===== src/rtl/mod_sqrt_unit.sv =====
// Restoring digit-by-digit integer square root: one root bit per clock, valid/ready on both sides.
// Produces mag = floor(sqrt(r)) and the exact remainder rem = r - mag*mag.
module mod_sqrt_unit #(
    parameter int unsigned IN_WIDTH  = 32,
    parameter int unsigned OUT_WIDTH = IN_WIDTH / 2
) (
    input  logic                 clk,
    input  logic                 rst,
    input  logic                 in_valid,
    output logic                 in_ready,
    input  logic [IN_WIDTH-1:0]  r,
    output logic                 out_valid,
    input  logic                 out_ready,
    output logic [OUT_WIDTH-1:0] mag,
    output logic [OUT_WIDTH:0]   rem
);

    localparam int unsigned CntW  = (OUT_WIDTH > 1) ? $clog2(OUT_WIDTH) : 1;
    localparam int unsigned RemW  = OUT_WIDTH + 2;
    localparam int unsigned TrialW = RemW + 2;
    localparam logic [CntW-1:0] LastCnt = CntW'(OUT_WIDTH - 1);

    typedef enum logic [1:0] {
        StIdle,
        StCalc,
        StDone
    } state_e;

    state_e state_q, state_d;

    logic [IN_WIDTH-1:0]  rad_q, rad_d;
    logic [OUT_WIDTH-1:0] root_q, root_d;
    logic [RemW-1:0]      rem_q, rem_d;
    logic [CntW-1:0]      cnt_q, cnt_d;

    logic [TrialW-1:0] trial;
    logic [TrialW-1:0] divisor;
    logic              fits;
    logic              accept;
    logic              last_step;

    always_ff @(posedge clk) begin
        if (rst) begin
            state_q <= StIdle;
        end else begin
            state_q <= state_d;
        end
    end

    always_comb begin
        state_d = state_q;
        unique case (state_q)
            StIdle: if (accept)    state_d = StCalc;
            StCalc: if (last_step) state_d = StDone;
            StDone: if (out_ready) state_d = StIdle;
            default:               state_d = StIdle;
        endcase
    end

    // Outputs read zero outside DONE so an aborted result is never visible.
    always_comb begin
        in_ready  = (state_q == StIdle) && !rst;
        out_valid = (state_q == StDone);
        mag       = out_valid ? root_q : '0;
        rem       = out_valid ? rem_q[OUT_WIDTH:0] : '0;
    end

    assign accept    = in_valid && in_ready;
    assign last_step = (state_q == StCalc) && (cnt_q == LastCnt);

    // Bring down the next two radicand bits and try subtracting 4*root+1.
    assign trial   = {rem_q, rad_q[IN_WIDTH-1 -: 2]};
    assign divisor = {2'b00, root_q, 2'b01};
    assign fits    = (trial >= divisor);

    always_comb begin
        rad_d  = rad_q;
        root_d = root_q;
        rem_d  = rem_q;
        cnt_d  = cnt_q;
        if (accept) begin
            rad_d  = r;
            root_d = '0;
            rem_d  = '0;
            cnt_d  = '0;
        end else if (state_q == StCalc) begin
            rad_d  = rad_q << 2;
            root_d = {root_q[OUT_WIDTH-2:0], fits};
            rem_d  = fits ? RemW'(trial - divisor) : RemW'(trial);
            cnt_d  = cnt_q + CntW'(1);
        end
    end

    always_ff @(posedge clk) begin
        if (rst) begin
            rad_q  <= '0;
            root_q <= '0;
            rem_q  <= '0;
            cnt_q  <= '0;
        end else begin
            rad_q  <= rad_d;
            root_q <= root_d;
            rem_q  <= rem_d;
            cnt_q  <= cnt_d;
        end
    end

endmodule


===== config.mk =====
export PLATFORM = sky130hd
export DESIGN_NAME = mod_sqrt_unit
export DESIGN_NICKNAME = d
export VERILOG_FILES = /design/src/rtl/mod_sqrt_unit.sv
export SDC_FILE = /design/constraint.sdc
export NUM_CORES = 1
export LEC_CHECK = 0
export CAP_MARGIN = 20
export CORE_ASPECT_RATIO = 2
export CORE_MARGIN = 2
export CORE_UTILIZATION = 35
export DETAILED_ROUTE_END_ITERATION = 8
export GPL_TIMING_DRIVEN = 0
export MAX_ROUTING_LAYER = met4
export PLACE_DENSITY_LB_ADDON = 0.05
export SYNTH_ARGS = -nofsm -noshare
export SYNTH_HDL_FRONTEND = slang
export SYNTH_SLANG_ARGS = --single-unit

===== constraint.sdc =====
create_clock -name clk -period 4.8 [get_ports clk]
set_input_delay 0.96 -clock clk [delete_from_list [all_inputs] [get_ports clk]]
set_output_delay 0.96 -clock clk [all_outputs]
set_load 0.02 [all_outputs]

# Word-level counts from Yosys, hierarchy flattened
# Cells that the tools add are included.
# word_totals
ff_bits,72
input_bits,36
output_inout_bits,35
word_cells,31
# classes
addsub,2
n_lt_le_gt_ge,1
eq_ne,6
muxes,9
reduce_logical,8
# op_table
op,count
32-bit two-way mux,2
20-bit by 18-bit greater-or-equal comparator with 1-bit output,1
18-bit two-way mux,1
18-bit subtractor,1
17-bit two-way mux,1
16-bit two-way mux,1
2-bit two-way mux,3
2-bit one-hot mux with 3 select lines,1
"4-bit by 1-bit adder with 4-bit output, second input constant",1
"4-bit equality test, second input constant",1
"2-bit inequality test, second input constant",2
1-bit logical AND,3
3-bit AND reduction,1
"2-bit by 1-bit equality test with 1-bit output, second input constant",1
"2-bit equality test, second input constant",1
2-bit logical NOT,1
"2-bit by 1-bit inequality test with 1-bit output, second input constant",1
2-bit nonzero test,1
2-bit OR reduction,1
1-bit logical NOT,1

# Depth between registers and ports, before layout
# Gate-level depths: netlist (run 1).
# logic_depth
word_depth,5
ltp_mapped,12

# Worst setup path after synthesis (run 1)
# OpenSTA, ideal clock, no wires.
# synth_path
kind,input -> register
start,in rst
end,reg rem_q[15]
arrival_ns,2.583
required_ns,4.674
path_slack_ns,2.091
cell_stages,8
path_cell_list,clkbuf_1 nor3_1 and2_1 nor2_1 clkbuf_1 and3_1 a41oi_1 o21ai_0
# synth_between
elab_chain_len,4
# synth_lines
item,line,rtl
start: declaration,8,"input logic rst,"
1-bit logical NOT,62,in_ready = (state_q == StIdle) && !rst;
1-bit logical AND,62,
net in_ready,10,"output logic in_ready,"
1-bit logical AND,68,assign accept = in_valid && in_ready;
2-bit OR reduction (no source line),n/a,
end signal: assignment,103,rem_q <= rem_d;
end: declaration,33,"logic [RemW-1:0] rem_q, rem_d;"
# The timed path passes the listed nets, and every way through them passes these cells.
# A chain may end at the register's enable or synchronous reset.

# Worst setup path after layout (run 1)
# layout_path
start,reg state_q[1]
end,out mag[8]
# layout_between
elab_chain_len,2
# layout_lines
item,line,rtl
start: declaration,29,"state_e state_q, state_d;"
start signal: assignment,44,state_q <= StIdle;
start signal: assignment,46,state_q <= state_d;
2-bit equality test,63,out_valid = (state_q == StDone);
16-bit two-way mux,64,mag = out_valid ? root_q : '0;
end: declaration,14,"output logic [OUT_WIDTH-1:0] mag,"
# No other way between the ends.

==> results of run 1 <==
synthesized netlist by cell type, drive strengths merged, types with 2 or more instances:
master	n	area share (%)
dfxtp	72	35
and3	6	0.91
or2	2	0.30
o21bai	3	0.55
xor2	9	1.9
and2	35	5.3
mux2	2	0.55
clkbuf	34	3.1
nand3b	2	0.36
nor2	45	4.1
o211ai	2	0.36
nand2	110	10
a221oi	2	0.43
a41oi	4	0.85
ha	19	5.8
a211oi	3	0.55
nor2b	3	0.46
nand4	3	0.46
o21ai	28	3.4
nand2b	3	0.46
nand3	9	1.1
inv	24	2.2
nor3	4	0.49
xnor2	8	1.7
mux2i	13	3.2
buf	5	1.1
a21oi	44	5.3
a21o	2	0.36
a311oi	30	6.4
o21a	3	0.55
a22oi	2	0.36
power by group through the flow:
| stage | clock [mW] | combinational [mW] | sequential (mW) |
|---|---|---|---|
| 2_1_floorplan | 0 | 0.719 | 0.693 |
| 3_3_place_gp | 0 | 0.925 | 0.714 |
| 3_5_place_dp | 0 | 0.932 | 0.715 |
| 4_1_cts | 0.745 | 0.937 | 0.702 |
| 5_1_grt | 0.766 | 1.02 | 0.710 |
| 6_report | 0.733 | 0.930 | 0.702 |
placed cells by master, fill, tap and decap left out, types with 3 or more instances in the layout:
cell type          n
a211oi_1           3
and3_1             6
nor3_1             4
xor2_1             9
nand2b_1           3
ha_1              19
a311oi_1          30
inv_1             24
nor2b_1            3
clkbuf_1          34
nand2_1          109
nor2_1            45
o21a_1             3
dfxtp_1           72
o21bai_1           3
clkdlybuf4s50_1   69
nand3_1            9
mux2i_1           13
buf_2              3
a41oi_1            4
a21oi_1           44
nand4_1            3
and2_1            35
o21ai_0           28
xnor2_1            8
clkbuf_16          9
flip-flops by register name, summed over array words and instances (netlist names):
| name | flops |
|---|---|
| root_q | 16 |
| rad_q | 32 |
| state_q | 2 |
| cnt_q | 4 |
| rem_q | 18 |
worst max-delay path by stage:
stage | start | to
floorplan | rst | rem_q[15]$_SDFFE_PP0P_
global placement | rst | in_ready
detailed placement | state_q[1]$_SDFFE_PP0P_ | rem[0]
CTS | state_q[1]$_SDFFE_PP0P_ | rem[0]
global route | state_q[1]$_SDFFE_PP0P_ | rem[0]
finish | state_q[1]$_SDFFE_PP0P_ | mag[8]
through the flow:
step	cell area [µm²]	util, %	power [mW]	instances
final	5309	45.64	2.364	771
after global routing	5309	45.64	2.497	771
after CTS	5309	45.64	2.384	771
after detailed placement	4989	42.89	1.647	756
after global placement	4989	42.89	1.640	756
after floorplan	4116	-	1.413	542
kinds of logic (layout without fill, tap and decap cells):
group           Yosys count  in the layout  share of synthesized area (%)
flops                    72             72                          35.02
simple gates            226            226                          24.77
buf+inv                  63            147                          6.413
compound gates          130            130                          20.70
mux                      15             15                          3.708
xor+xnor                 17             17                          3.617
fa+ha+maj                19             19                          5.775
worst max-delay path, stage by stage, from the launching register on:
cell,delay [ns]
dfxtp_1,0.36
nor2b_1,0.48
clkbuf_1,0.45
and2_1,0.22
clkdlybuf4s50_1,0.61
final cells by class:
cell class                      instances  area [µm²]
Clock inverter                          5       81.33
Inverter                               24       90.09
Sequential cell                        72        1441
Multi-Input combinational cell        407        2411
Fill cell                            1289        6322
Clock buffer                           10       239.0
Tap cell                              145       181.4
Buffer                                 39       173.9
Timing Repair Buffer                   69       690.7
layer usage:
metal | global-route usage, % | share of wire, % | vias to the layer above | wire [µm]
met2 | 41.47 | 58 | 83 | 7263
li1 | - | - | 2028 | -
met4 | 8.878 | 2.6 | 0 | 331
met5 | - | 0 | - | 0
met3 | 2.294 | 2.5 | 20 | 311
met1 | 20.45 | 37 | 1874 | 4648
==> impl_results.md, run 1 <==
- Status: finished clean
- Tightest Pin Transition: between 0.6 and 0.7 ns
- I/O Pins: 71
- IO Port Bufs: 69
- Kind of critical path: reg2out
- Ratio of cells with drive above 1 in the final layout: 4.313%
- Startpoint types: register
- Area Overhead vs Synth: 28.97%
- Worst r2r path cells: 11
- Final setup violation count: 0
- Min-Delay Path Depth: 2
- Antenna violations before repair: 0
- Syn_nets: 597
- Vias in the first global route: between 4,000 and 5,000
- Final hold slack: 0.4715 ns
- Starting DRT DRC Count: 180
- Setup TNS Final: 0 ns
- Global placer's final weighted congestion: a little over 0.9
- Largest net degree at the start of global routing: 13
- Clk buf depth: 2
- Final Skew: 0.01027 ns
- Final Hold Vio Count: 0
- First-pass GRT wire length: 19.94 mm
- Height of the die: 157.4 µm
- Core area: around 12,000 µm²
- Maximum achievable frequency: about 0.29 GHz
- Via count: around 4,000
- Max-slew violations: 0
- Total CTS buffers: 9
- H-tree levels: 3
- Yosys reg bits: 72
- Maximum fanout along the worst path: 10
- R2R Setup Slk: 1.97 ns
- Post-route ant nets: 0
- Hpwl dp: 9.939 mm
- Maximum Capacitance Violations: 0
- Worst-Skew Late Latency: 0.34 ns
- DR vias/cell: 5.195
- P_int: between 1.5 and 2 mW
- Library cells used by synthesis: 45
- Sw frac: around a third
- Sw power: 823.0 µW
- Setup Fix Bufs, Post-CTS: 0
- Die W: 80.69 µm
- Slew HR: 54.61%
- Routed WL: 12.55 mm
- Total global routing overflow: 0
- RR Endpoint: rem_q[14]$_SDFFE_PP0P_
- Avg Synthesized Cell Area: 7.595 µm²
- Clock network power share: 31.0%
- Yosys warning count: 0
- Std-Cell Rows: between 50 and 60
- Worst hold path class: reg2reg
- Period utilisation layout: 71.06%
- DR WL/cell: around 16 µm
- Hold Crit Start: rad_q[29]$_SDFFE_PP0P_
- Leakage power: 1.952 nW
- Post-Syn Area: 4116 µm²
- Detailed-router iteration count before antenna repair: 4
- Final worst slack: approximately 1.4 ns
- GRT Util Overall: a little over a fifth
- Main synth FF type: dfxtp_1
- Combinational power share: 39.3%
- Critical path endpoint category: output port
- Number of synthesized flops with an enable pin: 0
- DRC: 0
- Hold buffers post-CTS: 0
- Power per Cell Area: 445.4 nW/µm²
- Starting Density: 35.39%
- Post-Syn Instances: 542
- Worst slack, placed: 1.668 ns
- Ys async rst share: 0%
- Clock sink count: slightly above 70
- PostCTS Resize Cnt: 0
- Critical path required time: 3.84 ns
- ANT cells: 0
- Root buffer cell: clkbuf_16
- Sequential element share of the synthesized area: 35.02%
- Nets: ~680
- Maximum vdd drop: ~0.24 mV
- Hold endpoint: rad_q[29]$_SDFFE_PP0P_
- CP Data Arrival Time: 2.45 ns
- Tmin final: 3.411 ns
- CTS tree: done
- Seq pwr share: 29.7%
- Clock slew at reported path FFs: 0.06 ns
- Worst reg2reg path startpoint: root_q[7]$_SDFFE_PP0P_
- DIE AREA: 12,700 µm²
- RSZ-0062 raised after global routing: false
No activity file was read; power rests on OpenSTA's default activity.
==> run 2, diff against run 1 <==
==> constraint.sdc (replaced) <==
create_clock -name clk -period 2.98 [get_ports clk]
set_input_delay 0.596 -clock clk [delete_from_list [all_inputs] [get_ports clk]]
set_output_delay 0.596 -clock clk [all_outputs]
set_load 0.02 [all_outputs]
==> impl_results.md, run 2 (synthesized netlist as in run 1, its figures left out) <==
- Status: finished clean
- Most frequent cells in the layout: nand2_1, dfxtp_1, clkdlybuf4s50_1
- Nets: 677
- Worst reg2reg path startpoint: root_q[7]$_SDFFE_PP0P_
- Worst slack, placed: approximately 0.18 ns
- Reg with most FFs: rad_q
- CTS tree: done
- Setup Fix Bufs, Post-CTS: 0
- Final Hold Vio Count: 0
- Register area: roughly 1400 µm²
- Final setup violation count: 0
- Worst hold path class: reg2reg
- Vias in the first global route: 4,004
- ANT cells: 0
- Critical path endpoint category: register
- Total global routing overflow: 0
- CP Depth: 11
- Clock slew at reported path FFs: 0.06 ns
- Post-route cell area: 5314 µm²
- IO Port Bufs: 69
- Area post-placement: 4989 µm²
- Critical Path Source: root_q[7]$_SDFFE_PP0P_
- Critical path required time: 3.20 ns
- DRC: 0
- H-tree levels: 3
- Top Registers: rad_q (32), rem_q (18), root_q (16)
- Buf/Inv on CP: 3
- DR vias/cell: 5.171
- CP max stage delay: 0.58 ns
- CP Data Arrival Time: between 3 and 4 ns
- Core Util, Final: 45.69%
- Via count: between 3,000 and 4,000
- Layout fillers: 1,290
- Final hold slack: about 0.47 ns
- Clock sink count: 72
- Leakage power: 1.959 nW
- Tightest Pin Transition: about 0.67 ns
- DR WL/cell: about 16 µm
- Maximum achievable frequency: 0.3534 GHz
- Worst r2r path cells: 11
- Tmin final: 2.829 ns
- Std-Cell Rows: 56
- Max-slew violations: 0
- Maximum fanout along the worst path: 10
- Maximum vdd drop: 0.3820 mV
- Starting DRT DRC Count: 202
- Period utilisation layout: 94.94%
- Starting Density: 35.39%
- RR Endpoint: rem_q[15]$_SDFFE_PP0P_
- Most common cell after layout, fill and taps aside: nand2_1
- Height of the die: 157.4 µm
- Post-route ant nets: 0
- DIE AREA: 12,700 µm²
- Clk buf depth: 2
- Detailed-router iteration count before antenna repair: 4
- Non-Filler Instances: 771
- Post-Place Cells: 756
- Startpoint types: register
- Routed WL: 12.54 mm
- Slew HR: 54.66%
- Worst path cell trace: inv_1 > ha_1 > nand3_1 > nor4_1 > a2111oi_2 > o211ai_1 > nand2_2 > buf_6 > buf_12 > a41oi_1 > o21ai_0
- Area Overhead vs Synth: 29.09%
- Power per Cell Area: about 720 nW/µm²
- Final Skew: 0.007452 ns
- Setup TNS Final: 0 ns
- Worst-Skew Late Latency: 0.34 ns
- GRT Util Overall: a little over a fifth
- Largest net degree at the start of global routing: 13
- Total power: 3.813 mW
- Worst setup endpoint: rem_q[15]$_SDFFE_PP0P_
- Kind of critical path: reg2reg
- RSZ-0062 raised after global routing: false
- I/O Pins: 71
- Antenna violations before repair: 0
- Hpwl dp: 9.939 mm
- Maximum Capacitance Violations: 0
- Root buffer cell: clkbuf_16
- Total CTS buffers: 9
- Global placer's final weighted congestion: 0.9218
- R2R Setup Slk: 0.15 ns
- Die W: slightly above 80 µm
- First-pass GRT wire length: 19.94 mm
- Slowest-stage cell, CP: nor4_1
- Multi-input logic area: 2414 µm²
- Largest register FFs: 32
- Ratio of cells with drive above 1 in the final layout: ~4.8%
- CP delay by family, top: simple AND/OR/NAND/NOR gates
- Final worst slack: roughly 0.15 ns
- Core area: roughly 12,000 µm²
## run 2: changes by cell type in the layout (fill, tap and decap cells not counted)
cell,previous run,this run
nor2b_1,3,2
clkbuf_1,34,32
clkbuf_2,0,2
nor2b_2,0,1
## run 2: worst min-delay path by stage
stage / startpoint / endpoint / slack, ns / depth (start not counted)
finish: rad_q[29]$_SDFFE_PP0P_ / rad_q[29]$_SDFFE_PP0P_ / 0.47 / 2
global route: root_q[15]$_SDFFE_PP0P_ / root_q[15]$_SDFFE_PP0P_ / 0.49 / 2
CTS: root_q[15]$_SDFFE_PP0P_ / root_q[15]$_SDFFE_PP0P_ / 0.47 / 2
detailed placement: root_q[0]$_SDFFE_PP0P_ / root_q[1]$_SDFFE_PP0P_ / 0.47 / 2
global placement: root_q[0]$_SDFFE_PP0P_ / root_q[1]$_SDFFE_PP0P_ / 0.46 / 2
floorplan: root_q[0]$_SDFFE_PP0P_ / root_q[1]$_SDFFE_PP0P_ / 0.44 / 2
## run 2: what timing repair did
action	CTS	global route
setup endpoints to repair	21	15
hold buffers	0	0
pin swaps	0	0
resized for setup	1	4
cloned	0	0
## run 2: routing by layer
metal	GRT usage [%]	vias up	share of wire, %
li1	-	2029	-
met1	20.48	1857	37
met2	41.71	79	58
met3	2.236	22	2.3
met4	8.394	0	3.0
met5	-	-	0
## run 2: power breakdown
part	switching (mW)	leakage [nW]	internal, mW	total [mW]
clock	0.431	0.155	0.751	1.18
sequential	0.0783	0.588	1.05	1.13
combinational	0.820	1.22	0.680	1.50
total	1.33	1.96	2.48	3.81
## run 2: area by class of cell
type	count	area share [%]
repair buffers	69	13.00
inverters	24	1.695
flip-flops and latches	72	27.12
clock inverters	5	1.530
multi-input cells	407	45.42
well taps	145	3.414
plain buffers	39	3.320
clock buffers	10	4.497
## run 2: tightest hold or removal path: cells and delay by family, from the launching register on
kind / cells / cell delay, ns
AND/OR/NAND/NOR: 1 / 0.06
AO/OA/AOI/OAI: 1 / 0.05
flip-flops: 1 / 0.31
==> run 3, diff against run 2 <==
--- a/config.mk
+++ b/config.mk
@@ -6,6 +6,8 @@
 export NUM_CORES = 1
 export LEC_CHECK = 0
 export CAP_MARGIN = 20
+export CELL_PAD_IN_SITES_DETAIL_PLACEMENT = 0
+export CELL_PAD_IN_SITES_GLOBAL_PLACEMENT = 1
 export CORE_ASPECT_RATIO = 2
 export CORE_MARGIN = 2
 export CORE_UTILIZATION = 35
==> impl_results.md, run 3 (synthesized netlist as in run 1, its figures left out) <==
- Startpoint types: register
- Worst hold path class: reg2reg
- Power per Cell Area: ~740 nW/µm²
- Clk buf depth: 2
- Met1 usage: a little over a fifth
- Clock slew at reported path FFs: 0.06 ns
- Die W: between 80 and 90 µm
- Std-Cell Rows: 56
- Min-Delay Path Depth: 2
- Hpwl dp: 10.17 mm
- Grt met3 use: 2.867%
- Most frequent cells in the layout: nand2_1, dfxtp_1, clkdlybuf4s50_1
- RSZ-0062 raised after global routing: false
- Area Overhead vs Synth: 30.55%
- Nets: 677
- DIE AREA: 12,700 µm²
- CP Data Arrival Time: 2.22 ns
- Critical path endpoint category: output port
- Antenna violations before repair: 0
- Post-route ant nets: 0
- Kind of critical path: reg2out
- Worst r2r path cells: 11
- Maximum Capacitance Violations: 0
- Largest register FFs: 32
- Period utilisation layout: 94.42%
- Clock sink count: 72
- GRT Util Overall: 21.85%
- DR vias/cell: 5.161
- Slew HR: around three fifths
- Tmin final: 2.814 ns
- Starting Density: 35.39%
- Global placer's final weighted congestion: 0.8795
- Detailed-router iteration count before antenna repair: 4
- Maximum fanout along the worst path: 10
- Final Skew: 0.008116 ns
- Ratio of cells with drive above 1 in the final layout: 5.263%
- Final Hold Vio Count: 0
- Maximum achievable frequency: 0.3554 GHz
- Top Registers: rad_q (32), rem_q (18), root_q (16)
- Non-Filler Instances: 772
- Maximum vdd drop: 0.4026 mV
- Vias in the first global route: 3,988
- First-pass GRT wire length: 20.35 mm
- Largest net degree at the start of global routing: 14
- Max-slew violations: 0
- Reg with most FFs: rad_q
- Leakage power: roughly 2.0 nW
- H-tree levels: 3
- Layout fillers: 1,241
- Most common cell after layout, fill and taps aside: nand2_1
- Tightest Pin Transition: ~0.62 ns
- Total CTS buffers: 9
- Root buffer cell: clkbuf_16
- Total global routing overflow: 0
- Setup TNS Final: 0 ns
- Post-Place Cells: 756
- Busiest metal layer after global routing: met2
- Routed WL: 12.83 mm
- Core area: 11,630 µm²
- DRC: 0
- Final setup violation count: 0
- IO Port Bufs: just under 70
- Status: finished clean
- Hold buffers post-CTS: 0
- CTS tree: done
- Worst-Skew Late Latency: 0.34 ns
- Height of the die: around 160 µm
- Starting DRT DRC Count: 118
- DR WL/cell: 16.62 µm
- Met2 usage: 42.74%
- ANT cells: 0
- Critical path required time: 2.38 ns
- Via count: 3,984
- I/O Pins: just over 70
[run 3: cell type report]
type	instances	area [µm²]	area share, %
clock inverter	6	115.1	2.142
sequential	72	1441	26.82
multi-input combinational	407	2440	45.40
timing repair buffer	69	690.7	12.85
buffer	39	176.4	3.283
tap	145	181.4	3.376
inverter	24	90.09	1.676
clock buffer	10	239.0	4.447
[run 3: final timing paths]
path,end,from,slack (ns)
worst max-delay path,mag[4],state_q[1]$_SDFFE_PP0P_,0.17
worst min-delay path,root_q[15]$_SDFFE_PP0P_,root_q[15]$_SDFFE_PP0P_,0.47
worst max register to register,rem_q[11]$_SDFFE_PP0P_,root_q[11]$_SDFFE_PP0P_,0.20
worst min register to register,root_q[15]$_SDFFE_PP0P_,root_q[15]$_SDFFE_PP0P_,0.47
[run 3: stage by stage]
stage | area (µm²) | utilization (%) | setup slack [ns] | power [mW] | hold slack [ns]
floorplan | 4116 | - | 0.6352 | 2.276 | 0.4403
global placement | 4989 | 42.89 | 0.09998 | 2.670 | 0.4642
detailed placement | 4989 | 42.89 | 0.08308 | 2.681 | 0.4698
CTS | 5348 | 45.98 | 0.05211 | 3.969 | 0.4777
global route | 5374 | 46.20 | 0.03106 | 4.184 | 0.4971
finish | 5374 | 46.20 | 0.1662 | 3.954 | 0.4719
[run 3: metal layers]
metal | wire, µm | up-vias
met5 | 0 | -
met4 | 325 | 0
met3 | 327 | 23
met2 | 7512 | 81
met1 | 4669 | 1850
li1 | - | 2030
[run 3: critical path, stage by stage (launching register included)]
cell             delay (ns)
dfxtp_1                0.36
nor2b_2                0.40
clkbuf_2               0.35
and2_1                 0.17
clkdlybuf4s50_1        0.59
[run 3: repair_timing]
| item | CTS | global route |
|---|---|---|
| hold endpoints to repair | 0 | 0 |
| endpoints found under the setup margin | 29 | 5 |
| setup buffers | 0 | 0 |
| gates resized for setup | 3 | 4 |
| pin swaps | 0 | 1 |
[run 3: power breakdown]
group          switching (mW)  leakage (nW)  internal (mW)
Sequential             0.0778         0.588           1.05
Combinational           0.850          1.22          0.696
Clock                   0.433         0.169          0.845
